`src/rtl/adder_seq_ctrl.sv`:
```
// adder_seq_ctrl: sequences a WIDTH-bit add/subtract through one shared external 4-bit
// ripple-carry adder slice, one nibble per clock, least significant nibble first.
//
// Ports:
//   clk, rst              clock and synchronous active-high reset
//   start, sub, A, B, Cin request and operands, sampled when not busy (IDLE or DONE)
//   busy                  high while nibbles are being processed
//   done                  one-cycle pulse when S/Cout/V are valid
//   S, Cout, V            registered result, carry out of the MSB slice, signed overflow
//   slice_A/B/Cin         drive to the external adder slice (zero outside RUN)
//   slice_S, slice_Cout   result returned by the external adder slice
module adder_seq_ctrl #(
    parameter int unsigned NIBBLES = 4
) (
    input  logic                   clk,
    input  logic                   rst,
    input  logic                   start,
    input  logic                   sub,
    input  logic [4*NIBBLES-1:0]   A,
    input  logic [4*NIBBLES-1:0]   B,
    input  logic                   Cin,
    output logic                   busy,
    output logic                   done,
    output logic [4*NIBBLES-1:0]   S,
    output logic                   Cout,
    output logic                   V,
    output logic [3:0]             slice_A,
    output logic [3:0]             slice_B,
    output logic                   slice_Cin,
    input  logic [3:0]             slice_S,
    input  logic                   slice_Cout
);

    localparam int unsigned WIDTH = 4 * NIBBLES;
    localparam int unsigned IdxW  = (NIBBLES > 1) ? $clog2(NIBBLES) : 1;
    localparam logic [IdxW-1:0]  LastIdx = IdxW'(NIBBLES - 1);
    localparam logic [WIDTH-1:0] NibMask = WIDTH'(4'hF);

    typedef enum logic [1:0] {StIdle, StRun, StDone} state_e;

    state_e            state_q, state_d;
    logic [IdxW-1:0]   idx_q, idx_d;
    logic              carry_q, carry_d;
    logic [WIDTH-1:0]  a_q, a_d;
    logic [WIDTH-1:0]  b_q, b_d;
    logic [WIDTH-1:0]  s_q, s_d;
    logic              cout_q, cout_d;
    logic              v_q, v_d;

    // Bit offset of the active nibble.
    logic [IdxW+1:0]   sh;
    logic [WIDTH-1:0]  a_sh, b_sh;

    assign sh   = {idx_q, 2'b00};
    assign a_sh = a_q >> sh;
    assign b_sh = b_q >> sh;

    always_comb begin
        state_d   = state_q;
        idx_d     = idx_q;
        carry_d   = carry_q;
        a_d       = a_q;
        b_d       = b_q;
        s_d       = s_q;
        cout_d    = cout_q;
        v_d       = v_q;
        busy      = 1'b0;
        done      = 1'b0;
        slice_A   = 4'h0;
        slice_B   = 4'h0;
        slice_Cin = 1'b0;

        unique case (state_q)
            StRun: begin
                busy      = 1'b1;
                slice_A   = a_sh[3:0];
                slice_B   = b_sh[3:0];
                slice_Cin = carry_q;
                s_d       = (s_q & ~(NibMask << sh)) | (WIDTH'(slice_S) << sh);
                carry_d   = slice_Cout;
                if (idx_q == LastIdx) begin
                    state_d = StDone;
                    cout_d  = slice_Cout;
                    // b_q already holds ~B in sub mode, so this is the usual add-overflow rule.
                    v_d     = (a_q[WIDTH-1] == b_q[WIDTH-1]) && (slice_S[3] != a_q[WIDTH-1]);
                end else begin
                    idx_d = idx_q + 1'b1;
                end
            end
            StIdle, StDone: begin
                done    = (state_q == StDone);
                state_d = StIdle;
                if (start) begin
                    state_d = StRun;
                    a_d     = A;
                    b_d     = sub ? ~B : B;
                    carry_d = sub ? 1'b1 : Cin;
                    s_d     = '0;
                    idx_d   = '0;
                end
            end
            default: state_d = StIdle;
        endcase
    end

    always_ff @(posedge clk) begin
        if (rst) begin
            state_q <= StIdle;
            idx_q   <= '0;
            carry_q <= 1'b0;
            a_q     <= '0;
            b_q     <= '0;
            s_q     <= '0;
            cout_q  <= 1'b0;
            v_q     <= 1'b0;
        end else begin
            state_q <= state_d;
            idx_q   <= idx_d;
            carry_q <= carry_d;
            a_q     <= a_d;
            b_q     <= b_d;
            s_q     <= s_d;
            cout_q  <= cout_d;
            v_q     <= v_d;
        end
    end

    assign S    = s_q;
    assign Cout = cout_q;
    assign V    = v_q;

endmodule
```
`config.mk`:
```
export PLATFORM = sky130hd
export DESIGN_NAME = adder_seq_ctrl
export DESIGN_NICKNAME = d
export VERILOG_FILES = /design/src/rtl/adder_seq_ctrl.sv
export SDC_FILE = /design/constraint.sdc
export NUM_CORES = 1
export LEC_CHECK = 0
export CAP_MARGIN = 40
export CORE_AREA = 10 10 91 85
export DETAILED_ROUTE_END_ITERATION = 7
export DIE_AREA = 0 0 101 95
export GPL_TIMING_DRIVEN = 1
export PLACE_DENSITY = 0.84
export SYNTH_ARGS = -nofsm -noshare
export SYNTH_HDL_FRONTEND = slang
export SYNTH_SLANG_ARGS = --single-unit
```
`constraint.sdc`:
```
create_clock -name clk -period 1.2 [get_ports clk]
set_input_delay 0.12 -clock clk [delete_from_list [all_inputs] [get_ports clk]]
set_output_delay 0.12 -clock clk [all_outputs]
set_load 0.03 [all_outputs]
```
Yosys cells after proc, flatten, opt, wreduce, memory -nomap -nowiden
Index checks and enable logic that the tools add are counted.
{"block": "word_totals", "regBits": 55, "input_bits": 42, "output_inout_bits": 29}
{"block": "op_classes", "n_addsub": 1, "n_eq_ne": 8, "shift": 4, "n_mux": 17, "bitwise": 4, "n_reduce_logical": 8}
{"cell": "$mux 16", "count": 2}
{"cell": "$not 16->16", "count": 2}
{"cell": "$pmux 16 s2", "count": 1}
{"cell": "$shr 16x4->4", "count": 2}
{"cell": "$and 16x16->16", "count": 1}
{"cell": "$or 16x16->16", "count": 1}
{"cell": "$shl 4x4->16", "count": 1}
{"cell": "$shl 4x4->16 const A", "count": 1}
{"cell": "$mux 4", "count": 2}
{"cell": "$pmux 2 s2", "count": 2}
{"cell": "$mux 1", "count": 6}
{"cell": "$mux 2", "count": 3}
{"cell": "$ne 2x2->1 const B", "count": 3}
{"cell": "$reduce_and 2->1", "count": 3}
{"cell": "$eq 2x2->1 const B", "count": 2}
{"cell": "$reduce_and 3->1", "count": 1}
{"cell": "$add 2x1->2 const B", "count": 1}
{"cell": "$eq 2x1->1 const B", "count": 1}
{"cell": "$logic_not 2->1", "count": 1}
{"cell": "$pmux 1 s2", "count": 1}
{"cell": "$reduce_bool 2->1", "count": 1}
{"cell": "$reduce_or 2->1", "count": 1}
{"cell": "$eq 1x1->1", "count": 1}
{"cell": "$logic_and 1x1->1", "count": 1}
{"cell": "$ne 1x1->1", "count": 1}

Logic depth before layout (Yosys ltp)
Gate-level depths: netlist of the first run.
{"block": "logic_depth", "ltp_word": 5, "ltp_mapped": 5, "ltp_nobuf": 4}

Worst setup path after synthesis of the first run
OpenSTA, ideal clock, no wires.
{"block": "synth_timing", "kind": "reg-to-output", "from": "register state_q[1]", "to": "output port slice_A[0]", "arrival_ps": 1449, "path_slack_ps": -369, "path_stages_with_launch": 5, "path_buffers": 1, "path_cell_list": "dfxtp_1 > nand2b_2 > inv_2 > clkbuf_1 > and2_1"}
{"block": "synth_between", "elab_chain_cells": 2}
{"item": "start: declaration", "line": "41", "rtl": "state_e state_q, state_d;"}
{"item": "start signal: assignment", "line": "108", "rtl": "state_q <= StIdle;"}
{"item": "start signal: assignment", "line": "117", "rtl": "state_q <= state_d;"}
{"item": "$eq 2x1->1", "line": "73", "rtl": "unique case (state_q)"}
{"item": "$mux 4", "line": "73"}
{"item": "end: declaration", "line": "27", "rtl": "output logic [3:0] slice_A,"}
Every way passes these cells.

Worst setup path in the final report of the first run
{"block": "layout_timing", "from": "register idx_q[0]", "to": "output port slice_A[1]"}
{"block": "layout_between", "elab_chain_cells": 2}
{"item": "start: declaration", "line": "42", "rtl": "logic [IdxW-1:0] idx_q, idx_d;"}
{"item": "start signal: assignment", "line": "118", "rtl": "idx_q <= idx_d;"}
{"item": "$shr 16x4->4", "line": "55", "rtl": "assign a_sh = a_q >> sh;"}
{"item": "$mux 4", "line": "73"}
Every way passes these cells.

==> summary.txt, run 1 <==
CP Launch Type -> flip-flop
Largest net degree at the start of global routing -> 21
Main area contributors after synthesis -> dfxtp_1, mux4_2, a22o_1, xnor2_1, nand2_1
CTS tree -> done
First-pass GRT wire length -> 12.0 mm
Crit-path slowest cell -> mux4_2
Largest stage delay, worst path -> 500 ps
Fin cells -> 437
Die W -> 101 um
Area growth, synth to finish -> 80.5%
GRT overflow -> 0
CP required -> 1080 ps
Final slew viol count -> 0
DRT antenna net count -> 0
Status -> complete, but fails checks
Layout cells sized above 1 -> 0.499
Pleak -> 1.69 nW
Crit Path Max Fanout -> 4
Failing checks -> setup timing
RSZ-0062 raised after global routing -> yes
GPL Wtd Cong -> 0.774
Die H -> 95 um
Initial DRC Count -> 79
Crit path buf inv count -> 2
Final #Nets -> 411
Initial antenna violation count -> 0
DR vias -> 2325
Post-DR wirelength/cell -> 19.6 um
Clock-pin slew of the registers on the worst-case setup and hold paths -> 110 ps
Max VDD drop -> 0.758 mV
Post-DP HPWL -> 4.99 mm
Buffers on Ports -> 70
Worst skew pair latency -> 320 ps
Synth Register Bits -> 55
Period utilisation layout -> 1.45
Mapped Nets -> 295
Achievable Freq -> 573 MHz
DRC errors left -> 0
Dominant cell type by area after synthesis -> dfxtp_1
Diodes inserted -> 0
Die Footprint -> 9600 sq um
Pwr/cell area -> 1080 nW/um^2
Initial Utilization -> 0.408
Synth Flop Type -> dfxtp_1
Sequential share of the synthesized area -> 0.456
Setup crit end kind -> output pin
Post-Syn Area per Cell -> 9.74 sq um
Normalized max-slew margin -> 0.742
Final worst path period need -> 1750 ps
Total GRT Usage -> 0.155
Vias in the first global route -> 2419
Clk_skew -> 14.1 ps
Top-Level Pins -> 71
Arrival time at the worst endpoint -> 1630 ps
Mapped Cells -> 248
Area post-placement -> 3440 sq um
Measured slew at the worst slew-check pin -> 386 ps
Max-Cap Viols -> 0
EDFF count, synth -> 0
DR vias/cell -> 5.32
Clock sinks -> 55
Placed insts -> 402
Post-route setup slack -> -546 ps
Synth unique cells -> 29
CTS Buffer Depth -> 2
Delay-heaviest family, CP -> multiplexers
Fin area -> 4360 sq um
Top cell type's share of synthesized area -> 0.456
Row count -> 27
FFs w/ async S/R, synth -> 0
Fin. Hold Viols -> 0
Hold Crit Class -> in -> reg
Yosys warnings -> 0
Cell Area, Synth -> 2410 sq um
Final setup violation count -> 53
Most numerous cell in the Yosys netlist -> dfxtp_1
Final Core Density -> 0.737
Drt pass-1 iters -> 4
Crit path cell chain -> buf_6, mux4_2, and2_4, buf_6
Core ar. -> 5910 sq um
H-tree depth -> 2
CP Class -> reg -> out
CTS Buf Count -> 5
Synth top cells by count -> dfxtp_1, nand2_1, a21oi_1, nor2_1, a211oi_1
Post-Route WL -> 8.56 mm
CP most frequent cell -> buf_6
CTS Root Buffer Type -> clkbuf_8
kinds of logic (layout without fill, tap and decap cells):
| kind of cell | count (synthesis) | count (layout) | synth area share |
|---|---|---|---|
| adder cells (fa/ha/maj) | 5 | 5 | 0.0259 |
| AND/OR/NAND/NOR | 85 | 85 | 0.163 |
| multiplexers | 8 | 8 | 0.0746 |
| buffers and inverters | 21 | 138 | 0.0456 |
| XOR/XNOR | 16 | 16 | 0.0580 |
| AO/OA/AOI/OAI | 58 | 58 | 0.177 |
| flip-flops | 55 | 55 | 0.456 |
worst register-to-register path: stages (launching register included):
cell	delay, ps
dfxtp_4	380
buf_6	130
buf_4	130
buf_6	100
buf_6	110
ha_4	160
nor3b_4	220
buf_6	150
nand2_4	50
a21oi_2	130
where the power goes:
part	total (mW)	leakage (nW)	switching (mW)	internal, mW
combinational	1.29	1.17	0.584	0.706
sequential	2.00	0.453	0.0751	1.93
clock	1.40	0.0626	0.654	0.749
total	4.70	1.69	1.31	3.38
through the flow:
stage	total power [mW]	setup WS, ps	hold WS, ps	setup TNS [ps]
finish	4.70	-546	340	-9600
CTS	4.45	-536	345	-8850
global route	4.85	-592	356	-12250
global placement	2.83	-588	441	-11410
detailed placement	2.86	-593	448	-13210
floorplan	2.49	-112	256	-924
layer usage:
metal	GRT usage	routed length, um	vias up
met5	0	0	-
met4	0.0441	58	0
met3	0.0496	518	6
met2	0.280	4610	80
met1	0.171	3370	1139
li1	-	-	1100
cell usage in the layout (no fill, tap or decap), types with 9 or more instances in the layout:
| cell type | synthesis | layout |
|---|---|---|
| buf_6 | 1 | 27 |
| clkdlybuf4s50_1 | 0 | 40 |
| and2_4 | 0 | 9 |
| a22o_1 | 16 | 16 |
| xnor2_1 | 16 | 16 |
| buf_12 | 0 | 13 |
| a21oi_2 | 0 | 10 |
| nor2_2 | 0 | 10 |
| clkbuf_2 | 0 | 10 |
| buf_4 | 3 | 25 |
| a21oi_1 | 20 | 10 |
| nand2_1 | 35 | 24 |
| a211oi_2 | 4 | 16 |
| dfxtp_1 | 55 | 51 |
worst paths after layout:
kind | start | to | slack [ps] | depth (start not counted)
hold reg to reg | a_q[2] | a_q[2] | 460 | 2
setup / recovery | idx_q[0] | slice_A[1] | -550 | 4
setup reg to reg | idx_q[0] | idx_q[0] | -420 | 9
hold / removal | A[9] | a_q[9] | 340 | 3
flip-flops by register name, indices dropped and copies added, names as in the netlist:
register	cells
V	1
b_q	16
state_q	2
Cout	1
S	16
a_q	16
idx_q	2
carry_q	1
area by class of cell:
class / instances / area (sq um)
multi-input combinational: 172 / 1600
clock inverter: 2 / 37.5
clock buffer: 6 / 93.8
timing repair buffer: 127 / 1390
tap: 72 / 90.1
fill: 374 / 1550
inverter: 3 / 31.3
sequential: 55 / 1110
timing repair:
item / 4_1_cts / 5_1_grt
gates resized for setup: 121 / 88
hold buffers: 0 / 0
setup buffers: 18 / 8
hold endpoints to repair: 0 / 0
pin swaps: 37 / 35
setup endpoints to repair: 61 / 81
cloned: 2 / 2
No activity file was read; power rests on OpenSTA's default activity.
==> run 2, diff against run 1 <==
- RECOVER_POWER: not set -> 25
==> run 2 against run 1 <==
Combinational power about the same. Sequential power about the same. Critical path depth unchanged. Clock power about the same. Register-to-register slack about the same. Wire length decreased by 0.50%. The flow still finishes with violations (setup timing). Highest routed layer unchanged.
==> summary.txt, run 2 (same netlist as run 1, synthesis figures left out) <==
Tot Pwr -> 4.70 mW (about the same)
P_int -> 3.38 mW (about the same)
CTS Buf Count -> 5 (unchanged)
Setup crit end kind -> output pin
GPL Wtd Cong -> 0.774 (unchanged)
Initial antenna violation count -> 0 (unchanged)
Post-Route WL -> 8.51 mm (-0.50%)
Vias in the first global route -> 2419 (unchanged)
Total negative slack -> -9570 ps (+33.6 ps)
Worst Setup SP -> idx_q[0]
Final setup violation count -> 52 (-1.9%)
Logic pwr share -> 0.274 (about the same)
DRT antenna net count -> 0 (unchanged)
Max-Cap Viols -> 0 (unchanged)
Buffers on Ports -> 70 (unchanged)
Crit path buf inv count -> 2 (unchanged)
Hold slack -> 340 ps (+0.421 ps)
CP most frequent cell -> buf_6
Delay-heaviest family, CP -> multiplexers
Die Footprint -> 9600 sq um (unchanged)
Hold path endpoint -> a_q[9]
Worst R2R Path Depth -> 9 (unchanged)
Levels on crit path -> 4 (unchanged)
CTS tree -> done
Measured slew at the worst slew-check pin -> 374 ps (-12.0 ps)
Clk_skew -> 13.1 ps (-1.00 ps)
Switching power -> 1.32 mW (+0.35%)
Total GRT Usage -> 0.155 (unchanged)
Worst Hold Depth -> 3 (unchanged)
CTS Root Buffer Type -> clkbuf_8
Largest stage delay, worst path -> 500 ps (about the same)
Pleak -> 1.69 nW (+0.21%)
Commonest non-fill, non-tap cell in the layout -> dfxtp_1
Top-Level Pins -> 71 (unchanged)
Final slew viol count -> 0 (unchanged)
Arrival time at the worst endpoint -> 1630 ps (about the same)
Post-route setup slack -> -549 ps (-3.40 ps)
Reg-to-reg slack, setup -> -420 ps (about the same)
Crit-path slowest cell -> mux4_2
Row count -> 27 (unchanged)
Final Core Density -> 0.731 (-0.00656)
Crit Path Max Fanout -> 4 (unchanged)
Die W -> 101 um (unchanged)
Normalized max-slew margin -> 0.749 (+0.00717)
Worst skew pair latency -> 320 ps (about the same)
Period utilisation layout -> 1.46 (+0.00284)
Core ar. -> 5910 sq um (unchanged)
Crit path cell chain -> buf_6, mux4_2, and2_4, buf_6
Power share of the clock group -> 0.300 (about the same)
Post-DR wirelength/cell -> 19.5 um (-0.50%)
Hold Crit Class -> in -> reg
Drt pass-1 iters -> 4 (unchanged)
H-tree depth -> 2 (unchanged)
DR vias -> 2301 (-1.0%)
Fin. Hold Viols -> 0 (unchanged)
Max VDD drop -> 0.764 mV (+0.74%)
CP required -> 1080 ps (about the same)
Initial Utilization -> 0.408 (unchanged)
Filler Cells Inserted -> 381 (+1.9%)
Worst r2r dst -> idx_q[0]
First-pass GRT wire length -> 12.0 mm (unchanged)
Reg power frac -> 0.426 (about the same)
Leading cell types in the layout, fill and taps excluded -> dfxtp_1, clkdlybuf4s50_1, buf_6, buf_4, nand2_1
Fin area -> 4320 sq um (-0.89%)
Hold wc startpoint -> A[9]
Post-DP HPWL -> 4.99 mm (unchanged)
Final #Nets -> 411 (unchanged)
Fin cells -> 437 (unchanged)
Layout cells sized above 1 -> 0.493 (-0.00548)
DR vias/cell -> 5.27 (-1.0%)
GRT overflow -> 0 (unchanged)
Status -> complete, but fails checks
Clock sinks -> 55 (unchanged)
Failing checks -> setup timing
Area post-placement -> 3440 sq um (unchanged)
Sw Ratio -> 0.280 (+0.000714)
Pre-CTS setup slack -> -593 ps (unchanged)
Placed insts -> 402 (unchanged)
Area growth, synth to finish -> 78.9%
Final worst path period need -> 1750 ps (+3.41 ps)
Achievable Freq -> 572 MHz (-0.19%)
RSZ-0062 raised after global routing -> yes
CP Launch Type -> flip-flop
Pwr/cell area -> 1090 nW/um^2 (+0.99%)
RR Startpoint -> idx_q[0]
CTS Buffer Depth -> 2 (unchanged)
Initial DRC Count -> 97 (+23%)
Die H -> 95 um (unchanged)
Clock-pin slew of the registers on the worst-case setup and hold paths -> 110 ps (about the same)
CP Class -> reg -> out
DRC errors left -> 0 (unchanged)
Diodes inserted -> 0 (unchanged)
Largest net degree at the start of global routing -> 21 (unchanged)
[run 2: how the worst max path moves through the flow]
stage / end / slack, ps
after global routing: slice_A[1] / -590
final: slice_A[1] / -550
after floorplan: slice_A[0] / -110
after CTS: slice_A[2] / -540
after detailed placement: slice_A[0] / -590
after global placement: slice_A[0] / -590
[run 2: cell type report]
cell class | count | area (sq um) | area share
tap | 72 | 90.1 | 0.0209
sequential | 55 | 1110 | 0.257
multi-input combinational | 172 | 1600 | 0.371
timing repair buffer | 127 | 1350 | 0.313
inverter | 3 | 31.3 | 0.00724
clock inverter | 2 | 37.5 | 0.00869
clock buffer | 6 | 93.8 | 0.0217
[run 2: per-layer routing]
| layer | up-vias | track usage | part of all wire |
|---|---|---|---|
| met5 | - | 0 | 0 |
| met4 | 0 | 0.0441 | 0.0085 |
| met3 | 9 | 0.0496 | 0.054 |
| met2 | 71 | 0.280 | 0.54 |
| met1 | 1124 | 0.171 | 0.40 |
| li1 | 1097 | - | - |
[run 2: worst min-delay path, cell delays in order]
cell and delay [ps]:
clkdlybuf4s50_1 400, nand2_1 50, a21oi_1 50
[run 2: repair_timing]
item                                   4_1_cts  5_1_grt
buffers inserted                            18        8
pin swaps                                   37       35
endpoints found under the hold margin        0        0
gates resized for setup                    121       88
cloned                                       2        2
setup endpoints to repair                   61       81
hold buffers                                 0        0
[run 2: power groups by stage]
| stage | clock network [mW] | registers [mW] | logic (mW) |
|---|---|---|---|
| 6_report | 1.41 | 2.00 | 1.29 |
| 3_3_place_gp | 0 | 2.02 | 0.806 |
| 4_1_cts | 1.39 | 1.99 | 1.07 |
| 2_1_floorplan | 0 | 2.03 | 0.452 |
| 5_1_grt | 1.47 | 2.01 | 1.36 |
| 3_5_place_dp | 0 | 2.03 | 0.828 |
